File: src/rtl/regfile_wb_arbiter.sv
// Register-file write-back arbiter: round-robin grants of up to NR_WRITE_PORTS
// requests per cycle onto registered write ports, serializing same-address writes.
module regfile_wb_arbiter #(
  parameter int unsigned DATA_WIDTH     = 32,
  parameter int unsigned NR_REQ         = 4,
  parameter int unsigned NR_WRITE_PORTS = 2
) (
  input  logic                                     clk_i,
  input  logic                                     rst_ni,
  input  logic                                     flush_i,
  input  logic [NR_REQ-1:0]                        req_valid_i,
  input  logic [NR_REQ-1:0][4:0]                   req_addr_i,
  input  logic [NR_REQ-1:0][DATA_WIDTH-1:0]        req_data_i,
  output logic [NR_REQ-1:0]                        req_ready_o,
  output logic [NR_WRITE_PORTS-1:0][4:0]           waddr_o,
  output logic [NR_WRITE_PORTS-1:0][DATA_WIDTH-1:0] wdata_o,
  output logic [NR_WRITE_PORTS-1:0]                we_o,
  output logic                                     wb_stall_o
);

  localparam int unsigned ADDR_W = 5;
  localparam int unsigned PTR_W  = (NR_REQ > 1) ? $clog2(NR_REQ) : 1;

  logic [PTR_W-1:0]                          rr_ptr_q, rr_ptr_d;
  logic [NR_WRITE_PORTS-1:0]                 we_q, we_d;
  logic [NR_WRITE_PORTS-1:0][ADDR_W-1:0]     waddr_q, waddr_d;
  logic [NR_WRITE_PORTS-1:0][DATA_WIDTH-1:0] wdata_q, wdata_d;
  logic [NR_REQ-1:0]                         ready_c;
  logic [PTR_W-1:0]                          idx, jdx;
  logic                                      conflict;
  int unsigned                               n_grant;

  // Operand is always below 2*NR_REQ, so one conditional subtract suffices.
  function automatic logic [PTR_W-1:0] wrap_idx(input int unsigned v);
    int unsigned w;
    w = v;
    if (w >= NR_REQ) w = w - NR_REQ;
    return PTR_W'(w);
  endfunction

  always_comb begin
    ready_c  = '0;
    we_d     = '0;
    waddr_d  = waddr_q;
    wdata_d  = wdata_q;
    rr_ptr_d = rr_ptr_q;
    n_grant  = 0;
    conflict = 1'b0;
    idx      = '0;
    jdx      = '0;
    for (int unsigned i = 0; i < NR_REQ; i++) begin
      idx = wrap_idx(32'(rr_ptr_q) + i);
      if (!flush_i && req_valid_i[idx]) begin
        if (req_addr_i[idx] == '0) begin
          ready_c[idx] = 1'b1;
        end else begin
          // Any earlier valid request to the same register blocks this one.
          conflict = 1'b0;
          for (int unsigned j = 0; j < NR_REQ; j++) begin
            if (j < i) begin
              jdx = wrap_idx(32'(rr_ptr_q) + j);
              if (req_valid_i[jdx] && (req_addr_i[jdx] == req_addr_i[idx])) conflict = 1'b1;
            end
          end
          if (!conflict && (n_grant < NR_WRITE_PORTS)) begin
            ready_c[idx] = 1'b1;
            for (int unsigned p = 0; p < NR_WRITE_PORTS; p++) begin
              if (p == n_grant) begin
                we_d[p]    = 1'b1;
                waddr_d[p] = req_addr_i[idx];
                wdata_d[p] = req_data_i[idx];
              end
            end
            n_grant  = n_grant + 1;
            rr_ptr_d = wrap_idx(32'(idx) + 1);
          end
        end
      end
    end
    if (flush_i) rr_ptr_d = '0;
  end

  always_ff @(posedge clk_i or negedge rst_ni) begin
    if (!rst_ni) begin
      rr_ptr_q <= '0;
      we_q     <= '0;
      waddr_q  <= '0;
      wdata_q  <= '0;
    end else begin
      rr_ptr_q <= rr_ptr_d;
      we_q     <= we_d;
      waddr_q  <= waddr_d;
      wdata_q  <= wdata_d;
    end
  end

  assign req_ready_o = ready_c;
  assign wb_stall_o  = |(req_valid_i & ~ready_c);
  assign we_o        = we_q;
  assign waddr_o     = waddr_q;
  assign wdata_o     = wdata_q;

endmodule

File: config.mk
export PLATFORM = sky130hd
export DESIGN_NAME = regfile_wb_arbiter
export DESIGN_NICKNAME = d
export VERILOG_FILES = /design/src/rtl/regfile_wb_arbiter.sv
export SDC_FILE = /design/constraint.sdc
export NUM_CORES = 1
export LEC_CHECK = 0
export CAP_MARGIN = 20
export CORE_MARGIN = 3
export CORE_UTILIZATION = 52
export CTS_CLUSTER_DIAMETER = 120
export CTS_CLUSTER_SIZE = 20
export DETAILED_ROUTE_END_ITERATION = 10
export HOLD_SLACK_MARGIN = 0.03
export PLACE_DENSITY = 0.85
export SETUP_SLACK_MARGIN = 0.3
export SYNTH_ARGS = -nofsm -noshare
export SYNTH_HDL_FRONTEND = slang
export SYNTH_SLANG_ARGS = --single-unit
File: constraint.sdc
create_clock -name clk_i -period 7 [get_ports clk_i]
set_input_delay 0.7 -clock clk_i [delete_from_list [all_inputs] [get_ports clk_i]]
set_output_delay 0.7 -clock clk_i [all_outputs]
set_load 0.02 [all_outputs]
# Word level (Yosys, flattened, before mapping)
# Cells that the tools add are included.
[totals]
out_inout_bits = 81
mem_count = 0
ram_bits = 0
romBits = 0
wordCells = 260
reg_bits = 78
input_bits = 155
latchBits = 0
[classes]
addsub = 17
n_lt_le_gt_ge = 25
eq_ne = 9
shifts = 0
muxes = 169
n_div = 0
multipliers = 0
reduce_logical = 29
bitwise = 5
[op_table]
columns = ["operator", "count"]
rows = [
  ["32-bit two-way mux", 18],
  ["64-bit two-way mux", 9],
  ["32-bit binary-select mux with 2-bit select", 4],
  ["5-bit binary-select mux with 2-bit select", 10],
  ["1-bit by 32-bit == test with 1-bit output, first input constant", 3],
  ["32-bit zero test", 3],
  ["32-bit by 2-bit less-than comparator with 1-bit output, second input constant", 3],
  ["10-bit two-way mux", 9],
  ["5-bit two-way mux", 18],
  ["2-bit two-way mux", 41],
  ["32-bit by 1-bit adder with 32-bit output, second input constant", 2],
  ["4-bit two-way mux", 10],
  ["1-bit two-way mux", 36],
  ["5-bit == test", 6],
  ["2-bit by 3-bit less-than comparator with 1-bit output, second input constant", 10],
  ["3-bit greater-or-equal comparator, second input constant", 7],
  ["1-bit binary-select mux with 2-bit select", 10],
  ["5-bit zero test", 4],
  ["1-bit logical AND", 17],
  ["2-bit by 1-bit subtractor with 2-bit output, second input constant", 8],
  ["2-bit by 1-bit adder with 3-bit output, second input constant", 5],
  ["4-bit OR", 3],
  ["1-bit demux with 2-bit select", 4],
  ["2-bit by 1-bit greater-or-equal comparator with 1-bit output, second input constant", 4],
  ["other kinds (6)", 10],
]

# Depth between registers and ports, before layout
[logic_depth]
ltp_word = 33
mapped_depth = 24
depth_no_buf = 16

# Least setup slack after synthesis
# Ideal clock, no wire load.
[synth_path]
path_type = "register -> output"
start = "register rr_ptr_q[0]"
end = "output port wb_stall_o"
path_slack_ns = 0.569
required_ns = 6.300
stages_incl_launch_ff = 23
arrival_ns = 5.731
cell_sequence = "dfrtp_1 > buf_4 > buf_6 > buf_6 > clkbuf_1 > inv_1 > ha_1 > buf_2 > mux4_2 > xor2_1 > nor4_1 > and2_1 > clkbuf_1 > inv_1 > ha_1 > o21a_1 > ha_1 > nor2b_1 > or4_1 > o211ai_1 > clkbuf_1 > o211ai_1 > o2111ai_1"
[synth_between]
elab_chain_len = 29
word_cells_on_any_way = 154
cone_classes = "add/sub: 9; order compare: 15; eq/ne: 6; mux: 94; bitwise: 5; reduce/logical: 25"
[synth_rtl]
columns = ["item", "line_no", "text"]
rows = [
  ["start: declaration", "24", "logic [PTR_W-1:0] rr_ptr_q, rr_ptr_d;"],
  ["start signal: assignment", "90", "rr_ptr_q <= rr_ptr_d;"],
  ["parallel branches: the longest is 25 deep, another holds 32-bit by 2-bit less-than comparator with 1-bit output", "n/a", ""],
  ["4-bit two-way mux (*)", "53", "if (!flush_i && req_valid_i[idx]) begin"],
  ["net req_ready_o[3]", "14", "output logic [NR_REQ-1:0] req_ready_o,"],
  ["4-bit NOT (*)", "98", "assign wb_stall_o = |(req_valid_i & ~ready_c);"],
  ["4-bit AND (*)", "98", ""],
  ["4-bit OR reduction (*)", "98", ""],
  ["end: declaration", "18", "output logic wb_stall_o"],
]
# Mark *: on every way through the listed nets, which the timed path passes. The select of a mux whose other input is x is not followed.

# Final worst setup path
[layout_path]
start = "register rr_ptr_q[0]"
end = "output port wb_stall_o"
[layout_between]
elab_chain_len = 29
word_cells_on_any_way = 154
cone_classes = "add/sub: 9; order compare: 15; eq/ne: 6; mux: 94; bitwise: 5; reduce/logical: 25"
[layout_rtl]
columns = ["item", "line_no"]
rows = [
  ["parallel branches: the longest is 25 deep, another holds 32-bit by 2-bit less-than comparator with 1-bit output", "n/a"],
  ["4-bit two-way mux (*)", "53"],
  ["4-bit NOT (*)", "98"],
  ["4-bit AND (*)", "98"],
  ["4-bit OR reduction (*)", "98"],
]
# Mark *: on every way between the ends. The select of a mux whose other input is x is not followed.

==> results by group <==
Floorplanning
  • Vert. Die Dim: 142 um
  • Boundary pin count: 236
  • Core box area: 18000 um^2
  • Die width: 142 um
  • FP Rows: 49
  • Initial core utilization: 0.533
  • DIE AREA: 20100 um^2

Routing
  • First-pass DRT Iterations: 6
  • Via Count: 9150
  • DRC errors left: 0
  • Via density per instance: 6.82
  • Starting DRC count in detailed routing: 704
  • Routed wire length: 31.4 mm
  • Avg WL per Cell: approximately 23 um
  • ANT nets after route: 0

STA
  • RSZ-0062 raised after global routing: false
  • Fin crit share: 0.928
  • Post-route setup TNS: 0 ps
  • F_max: between 0.15 and 0.2 GHz
  • Max-slew violations: 0
  • Final hold violations: 0
  • Slew margin rel.: 0.236
  • Tmin final: 6490 ps
  • Final setup margin: 507 ps
  • Worst slew pin tran: ~1100 ps
  • Endpoints failing setup: 0
  • Skew final: 13.3 ps

Clock network
  • Clock latency on the worst-skew pair: 340 ps
  • Post_cts resized: 0
  • CTS H-Tree Depth: 3
  • Clock buffer depth: 2
  • Clock root cell: clkbuf_16
  • Clock slew at reported path FFs: 70 ps
  • Clk sink count: 78
  • CTS tree: yes
  • TritonCTS Buffers: 9

Logic synthesis
  • #FFs+latches synth: 78
  • Top cells by area, synth: dfrtp_1 20%, mux4_2 20%, mux2i_1 14%, mux2_2 14%, o211ai_1 2.9%
  • Synthesized Nets: 1097
  • Dominant synthesized flop cell: dfrtp_1
  • Yosys cell types: 57
  • Number of synthesized flops with an enable pin: 0
  • Cell with the most instances after synthesis: mux2i_1
  • Synth Area per Inst: 10.3 um^2
  • Synth async-reset ratio: 1.00
  • Mapped Area: around 9600 um^2
  • Seq/Total Area, Yosys: 0.203
  • Syn Inst Count: 932
  • Synth area leader: dfrtp_1
  • Yosys top cell area share: 0.203
  • Synth Warn #: 0
  • Post-synth top cells: 138 x mux2i_1, 116 x mux2_2, 86 x mux4_2

Place
  • I/O Buffers: about 240
  • Final HPWL DP: 20.8 mm
  • RePlAce Congestion: just over 0.9
  • Setup WS pre-CTS: 545 ps

Setup path
  • CP required: approximately 6300 ps
  • Worst EP arrival: 5790 ps
  • Crit Path Class: flop to primary output
  • CP top delay family: simple AND/OR/NAND/NOR gates
  • Worst R2R End: wdata_o[45]
  • Critical Path Sink Type: primary output
  • Cell depth of the worst setup path: 17
  • Type of origin of the critical path: flop
  • Buffers & Inverters on Critical Path: 4
  • Max stage delay on crit path: between 600 and 700 ps
  • FF-to-FF setup slack: 940 ps
  • CP max FO: 13
  • Crit path from: rr_ptr_q[0]
  • Crit path capture: wb_stall_o
  • Reg2reg path depth: 19
  • Cell Chain, Critical Path: inv_1 > ha_4 > mux4_2 > xor2_1 > nor4_1 > and2_1 > inv_1 > ha_1 > o21a_1 > ha_1 > nor2b_1 > or4_1 > o211ai_1 > buf_4 > o211ai_1 > o2111ai_1 > clkdlybuf4s50_1
  • R2r startpoint: rr_ptr_q[0]
  • Critical path's slowest cell: clkdlybuf4s50_1

Power
  • Leakage power: 4.87 nW
  • Worst vdd ir: about 0.00030 V
  • Pwr/cell area: 469 nW/um^2

Global routing
  • Pin count of the biggest net entering global routing: 140
  • First-pass GRT wire length: just under 50 mm
  • Overall Global Routing Usage: 0.306
  • Antenna violations before repair: 0
  • Overflow after GRT: 0
  • Vias in the first global route: 9252

Cells and area
  • Synth-to-layout area growth: 28.3%
  • Filler Cells Inserted: 1325
  • Multi-input gate area: 7100 um^2
  • Share of cells above drive strength 1: 0.233
  • Storage cell area: 1960 um^2
  • Nets: 1275
  • Ant diodes: 0

Run
  • Max-Cap Viols: 0

Status
  • Status: complete, no violations

Worst hold path
  • Worst hold path class: primary input to async pin
-- state kept, by name (all words and copies together), names as in the netlist --
signal    flops
wdata_o      64
waddr_o      10
rr_ptr_q      2
we_o          2
-- final cells by class --
type,instances,share of cell area
multi-input cells,716,0.576
repair buffers,258,0.206
flip-flops and latches,78,0.159
well taps,229,0.0233
clock buffers,12,0.0200
inverters,47,0.0143
clock inverters,2,0.000813
-- worst reg2reg max path: stages, from the launching register on --
cell      delay, ps
dfrtp_4         570
inv_1           150
ha_4            410
mux4_2          620
xor2_1          200
nor4_1          360
and2_1          310
inv_1            70
ha_1            270
o21a_1          230
ha_1            280
nor2b_1         120
or4_1           530
o211ai_1        200
buf_4           180
buf_4           120
buf_4           120
a211o_2         380
buf_4           530
mux2i_1         300
-- worst min-delay path by stage --
| stage | from | to | slack (ps) | cells past startpoint |
|---|---|---|---|---|
| after floorplan | rst_ni | rr_ptr_q[0] | 400 | 0 |
| after global placement | rst_ni | wdata_o[40] | 590 | 1 |
| after detailed placement | rst_ni | wdata_o[8] | 600 | 1 |
| after CTS | rst_ni | wdata_o[8] | 230 | 1 |
| after global routing | rst_ni | wdata_o[8] | 240 | 1 |
| final | rst_ni | wdata_o[8] | 230 | 1 |
-- cells by family after synthesis --
family,Yosys count,synth area share
flops,78,0.203
buf+inv,138,0.0622
compound gates,171,0.122
fa+ha+maj,10,0.0130
simple gates,159,0.0835
mux,346,0.489
xor+xnor,30,0.0274
-- where the power goes --
| group | switching, mW | leakage [nW] | internal [mW] |
|---|---|---|---|
| combinational | 2.33 | 3.85 | 2.13 |
| clock | 0.191 | 0.128 | 0.245 |
| sequential | 0.174 | 0.896 | 0.707 |
| total | 2.69 | 4.87 | 3.08 |
-- routing by layer --
layer	up-vias	GRT usage	wire, um
li1	4017	-	-
met1	4476	0.412	12700
met2	577	0.509	15000
met3	80	0.0462	2770
met4	0	0.0970	962
met5	-	0	0
-- through the flow --
| stage | utilization | hold slack, ps | instance area (um^2) | power [mW] | cells |
|---|---|---|---|---|---|
| floorplan | - | 404 | 9600 | 3.96 | 932 |
| detailed placement | 0.667 | 596 | 12000 | 5.25 | 1325 |
| global route | 0.683 | 241 | 12300 | 6.11 | 1342 |
| CTS | 0.682 | 233 | 12300 | 5.71 | 1341 |
| global placement | 0.667 | 591 | 12000 | 5.15 | 1325 |
| finish | 0.683 | 231 | 12300 | 5.77 | 1342 |
-- layout by cell type (no fill, tap or decap), types with 4 or more instances in the layout --
cell / n
a21oi_1: 5
a222oi_1: 4
a22oi_1: 4
and2_1: 4
buf_4: 22
clkbuf_16: 9
clkdlybuf4s50_1: 234
dfrtp_1: 76
ha_1: 9
inv_1: 43
mux2_1: 6
mux2_2: 116
mux2i_1: 138
mux4_2: 86
nand2_1: 72
nand3_1: 9
nand4_1: 36
nor2_1: 11
nor3_1: 4
nor4_1: 4
o2111ai_1: 4
o211ai_1: 37
o21ai_0: 39
o22ai_1: 31
o31ai_1: 33
xnor2_1: 8
xor2_1: 22
-- repair_timing --
| action | 4_1_cts | 5_1_grt |
|---|---|---|
| setup endpoints to repair | 1 | 1 |
| cloned | 0 | 0 |
| setup buffers | 2 | 1 |
| pin swaps | 1 | 0 |
| hold buffers | 0 | 0 |
No activity file was read; power rests on OpenSTA's default activity.
